==> src/rtl/cmd_queue.sv <==
`default_nettype none
// ============================================================================
// cmd_queue : first-word-fall-through command buffer with fill level,
//             saturating overflow counter and host status word.
// Revision  : 1.0
// ============================================================================
module cmd_queue #(
  parameter int WID_8      = 8,
  parameter int WID_16     = 16,
  parameter int WID_32     = 32,
  parameter int DEPTH_LOG2 = 4,
  parameter int AF_MARGIN  = 2
) (
  input  logic                  clk_48m,
  input  logic                  rst_48m,
  input  logic                  clear,
  input  logic                  cmd_in_vld,
  input  logic [WID_8-1:0]      cmd_in_type,
  input  logic [WID_16-1:0]     cmd_in_data0,
  input  logic [WID_16-1:0]     cmd_in_data1,
  input  logic [WID_16-1:0]     cmd_in_data2,
  input  logic [WID_16-1:0]     cmd_in_data3,
  output logic                  q_vld,
  input  logic                  q_rdy,
  output logic [WID_8-1:0]      q_type,
  output logic [WID_16-1:0]     q_data0,
  output logic [WID_16-1:0]     q_data1,
  output logic [WID_16-1:0]     q_data2,
  output logic [WID_16-1:0]     q_data3,
  output logic [DEPTH_LOG2:0]   q_level,
  output logic                  q_full,
  output logic                  q_almost_full,
  output logic [WID_16-1:0]     ovf_cnt,
  output logic [WID_32-1:0]     status_word
);

  localparam int DEPTH   = 2 ** DEPTH_LOG2;
  localparam int ENTRY_W = WID_8 + 4 * WID_16;
  localparam int LVL_W   = DEPTH_LOG2 + 1;

  localparam logic [LVL_W-1:0]      LVL_FULL = LVL_W'(DEPTH);
  localparam logic [LVL_W-1:0]      LVL_AF   = LVL_W'(DEPTH - AF_MARGIN);
  localparam logic [LVL_W-1:0]      LVL_ONE  = LVL_W'(1);
  localparam logic [DEPTH_LOG2-1:0] PTR_ONE  = DEPTH_LOG2'(1);
  localparam logic [WID_16-1:0]     OVF_ONE  = WID_16'(1);
  localparam logic [WID_16-1:0]     OVF_MAX  = '1;

  logic [ENTRY_W-1:0]    mem_q [DEPTH];
  logic [DEPTH_LOG2-1:0] wr_ptr_q, wr_ptr_d;
  logic [DEPTH_LOG2-1:0] rd_ptr_q, rd_ptr_d;
  logic [LVL_W-1:0]      level_q, level_d;
  logic [WID_16-1:0]     ovf_cnt_q, ovf_cnt_d;
  logic                  pop, push_ok, wr_en;
  logic [ENTRY_W-1:0]    head;

  assign q_vld         = (level_q != '0);
  assign q_full        = (level_q == LVL_FULL);
  assign q_almost_full = (level_q >= LVL_AF);
  assign q_level       = level_q;
  assign ovf_cnt       = ovf_cnt_q;

  assign head    = mem_q[rd_ptr_q];
  assign q_type  = head[ENTRY_W-1 -: WID_8];
  assign q_data0 = head[4*WID_16-1 -: WID_16];
  assign q_data1 = head[3*WID_16-1 -: WID_16];
  assign q_data2 = head[2*WID_16-1 -: WID_16];
  assign q_data3 = head[WID_16-1:0];

  always_comb begin
    status_word                      = '0;
    status_word[WID_32-1 -: WID_16]  = ovf_cnt_q;
    status_word[LVL_W+1]             = q_almost_full;
    status_word[LVL_W]               = q_full;
    status_word[LVL_W-1:0]           = level_q;
  end

  // A pop in the same cycle frees the slot, so a push into a full queue is legal then.
  always_comb begin
    pop       = q_vld & q_rdy;
    push_ok   = cmd_in_vld & (~q_full | pop);
    wr_en     = 1'b0;
    wr_ptr_d  = wr_ptr_q;
    rd_ptr_d  = rd_ptr_q;
    level_d   = level_q;
    ovf_cnt_d = ovf_cnt_q;
    if (clear) begin
      wr_ptr_d  = '0;
      rd_ptr_d  = '0;
      level_d   = '0;
      ovf_cnt_d = '0;
    end else begin
      wr_en = push_ok;
      if (push_ok) wr_ptr_d = wr_ptr_q + PTR_ONE;
      if (pop)     rd_ptr_d = rd_ptr_q + PTR_ONE;
      case ({push_ok, pop})
        2'b10:   level_d = level_q + LVL_ONE;
        2'b01:   level_d = level_q - LVL_ONE;
        default: level_d = level_q;
      endcase
      if (cmd_in_vld && !push_ok && ovf_cnt_q != OVF_MAX)
        ovf_cnt_d = ovf_cnt_q + OVF_ONE;
    end
  end

  always_ff @(posedge clk_48m or posedge rst_48m) begin
    if (rst_48m) begin
      wr_ptr_q  <= '0;
      rd_ptr_q  <= '0;
      level_q   <= '0;
      ovf_cnt_q <= '0;
    end else begin
      wr_ptr_q  <= wr_ptr_d;
      rd_ptr_q  <= rd_ptr_d;
      level_q   <= level_d;
      ovf_cnt_q <= ovf_cnt_d;
    end
  end

  // Storage is deliberately left out of reset; validity is tracked by level_q alone.
  always_ff @(posedge clk_48m) begin
    if (wr_en)
      mem_q[wr_ptr_q] <= {cmd_in_type, cmd_in_data0, cmd_in_data1, cmd_in_data2, cmd_in_data3};
  end

endmodule
`default_nettype wire

==> config.mk <==
export PLATFORM = sky130hd
export DESIGN_NAME = cmd_queue
export DESIGN_NICKNAME = d
export VERILOG_FILES = /design/src/rtl/cmd_queue.sv
export SDC_FILE = /design/constraint.sdc
export NUM_CORES = 1
export LEC_CHECK = 0
export CORE_MARGIN = 3
export CORE_UTILIZATION = 35
export CTS_CLUSTER_DIAMETER = 120
export DETAILED_ROUTE_END_ITERATION = 7
export PLACE_DENSITY_LB_ADDON = 0.15
export SLEW_MARGIN = 15
export SYNTH_ARGS = -nofsm -noshare
export SYNTH_HDL_FRONTEND = slang
export SYNTH_SLANG_ARGS = --single-unit
==> constraint.sdc <==
create_clock -name clk_48m -period 6.18 [get_ports clk_48m]
set_clock_uncertainty 0.15 [all_clocks]
set_input_delay 0.618 -clock clk_48m [delete_from_list [all_inputs] [get_ports clk_48m]]
set_output_delay 0.618 -clock clk_48m [all_outputs]
set_load 0.03 [all_outputs]
==> results.ini <==
[sta]
tns_ns = 0
rsz0062_at_grt = no
worst_slack_ns = 1.60
whs_ns = 0.137
hold_violations = 0
final-setup-viol-count = 0
timing.slew.headroom_pct = 26.7
slew_viol_final = 0
fin_crit_ns = 4.58
tightest_slew_ns = 1.10
finalCritPeriodShare_pct = 74.2
fmax_mhz = 218

[yosys]
syn_avg_cell_area_um2 = 24.4
synth-seq-area-share_pct = 78.2
netlist_area_um2 = 45200
synth-seq-cells = 1181
yosys-top-cells-area = edfxtp_1, mux4_2, dfrtp_1
yosysTopAreaCellShare_pct = 76.6
synth_cell_types = 47
ys_warn_count = 0
synth_top_cell_by_area = edfxtp_1
netlist_instances = 1850

[worst_setup_path]
worst_setup_path_start_kind = register
critical_path_class = reg -> out
worstPathRequired_ns = 5.41
path_max_fanout = 70
critPathCaptureType = primary output
critPathArrivalTime_ns = 3.82

[power_and_ir_drop]
p_seq_share_pct = 44.5
powerDensity_nw_per_um2 = 378
power_switching_mw = 5.01
internal_power_mw = 15.2
clockPowerShare_pct = 37.3
swShare_pct = 24.7
irDropWorstVdd_mv = 0.333
total_power_mw = 20.2
p_comb_share_pct = 18.2
leakage_nw = 16.2

[global_route]
grt_pass1_wl_um = 157000
grt_max_degree = 73
gr-total-overflow = 0
grt_antenna_before_repair = 13
grt_usage_pct = 16.6
grt_pass1_vias = 21516

[placed_design]
dpl.hpwl_um = 53100
dpl_cell_area_um2 = 49400
place_ws_ns = 2.22
place_congestion = 0.702
port_buffers = 195
dpl.cell_count = 3641

[cells_and_area]
final_cells = 3883
nets = 2200
final_cell_mix = edfxtp_1, mux4_2, clkdlybuf4s50_1
layout_commonest_cell = edfxtp_1
syn_to_final_growth_pct = 18.7
layout-drive-gt1-share_pct = 27.8
finalCoreUtilization_pct = 41.9
fin_area_um2 = 53600
fillers = 10971

[drt]
dr_wl_met2_um = 52600
top_layer_used = met5
dr.pass1.iters = 5
post_drt_wl_per_cell_um = 28.2
drtAntennaViolNets = 0
wl_met1_um = 49400
drc = 0
drt-initial-drc-count = 1852
vias = 20479
route.met3.wl_um = 5410
wl_um = 109000
via_per_inst = 5.27

[clock_tree]
root_buffer = clkbuf_16
clk_latency_ns = 0.73
clock_sinks = 1181
cts_tree = done
cts_max_level = 4
post_cts_resized = 0
clockBufferDepth = 3
cts_hold_buf = 0
clk_pin_slew_worst_paths_ns = 0.06
post_cts_buffers = 0
cts_buffers = 132

[outcome]
status = finished, final reports clean

[floorplanning]
std_cell_rows = 131
die-area_um2 = 133000
start_util_pct = 35.3
die_width_um = 365
core_area_um2 = 128000
fp.dieH_um = 365
io_pins = 205

[flow_run]
cap_violations = 0

[hold_path]
hold_class = in -> async

==> layer usage <==
metal  track usage [%]  vias up
met2              26.4      508
met1              23.8    11320
li1                  -     8509
met5                 0        -
met3              3.18      134
met4              4.33        8
==> logic make-up after synthesis <==
group           after synthesis  synth area share (%)
simple gates                101                  1.19
flops                      1181                  78.2
xor+xnor                      6                 0.116
fa+ha+maj                    10                 0.294
compound gates               51                 0.726
buf+inv                     133                  1.40
mux                         367                  18.1
other cells                   1               0.00830
==> registers in the layout (all words and copies together) (netlist names) <==
register  cells
ovf_cnt      16
rd_ptr_q      4
q_level       5
mem_q      1152
wr_ptr_q      4
==> cells in the mapped netlist (all sizes together) <==
library cell and number:
o311ai 1, edfxtp 1152, mux2i 4, nor2 30
conb 1, nor3b 1, nor3 4, o31a 1
o21a 2, a31oi 1, xnor2 2, o2111ai 2
nand2b 2, o31ai 11, o41ai 1, o21ai 7
a21boi 1, and3 3, a31o 1, a21oi 18
nand3 8, xor2 4, or4 13, or3 5
fa 1, mux2 3, nand3b 2, clkbuf 61
or2 5, ha 9, inv 12, dfrtp 29
a211o 1, or3b 1, o211ai 3, nor2b 4
nand2 13, buf 60, a21o 1, nor4 4
nand4 5, and2 1, mux4 360
==> power by group through the flow <==
stage                     sequential (mW)  clock (mW)  combinational (mW)
after global placement               9.17           0                3.77
after detailed placement             9.18           0                3.79
after CTS                            9.01        7.77                3.80
final                                9.01        7.55                3.69
after global routing                 9.02        8.08                3.96
after floorplan                      9.12           0                2.60
==> worst max-delay path, stage by stage, from the launching register on <==
cell,delay [ns]
dfrtp_4,0.75
buf_12,0.52
mux4_2,0.58
mux4_2,0.54
clkdlybuf4s50_1,0.62
==> worst paths after layout <==
path	from	endpoint	slack, ns	cells after the start
setup / recovery	rd_ptr_q[0]$_DFFE_PP0P_	q_data2[7]	1.60	4
hold / removal	rst_48m	ovf_cnt[6]$_DFFE_PP0P_	0.14	3
setup reg to reg	q_level[3]$_DFFE_PP0P_	mem_q[12][21]$_DFFE_PP_	2.82	5
hold reg to reg	ovf_cnt[14]$_DFFE_PP0P_	ovf_cnt[14]$_DFFE_PP0P_	0.47	2
max in group asynchronous	rst_48m	rd_ptr_q[0]$_DFFE_PP0P_	5.41	3
min in group clk_48m	ovf_cnt[14]$_DFFE_PP0P_	ovf_cnt[14]$_DFFE_PP0P_	0.47	2
==> layout make-up <==
| cell class | instances | area [um^2] | share of cell area, % |
|---|---|---|---|
| antenna | 5 | 12.5 | 0.0233 |
| clock buffer | 166 | 3580 | 6.68 |
| clock inverter | 71 | 589 | 1.10 |
| inverter | 12 | 45.0 | 0.0840 |
| multi-input combinational | 544 | 9380 | 17.5 |
| sequential | 1181 | 35300 | 65.9 |
| tap | 1662 | 2080 | 3.88 |
| timing repair buffer | 242 | 2590 | 4.84 |
(Power assumes the default switching activity.)
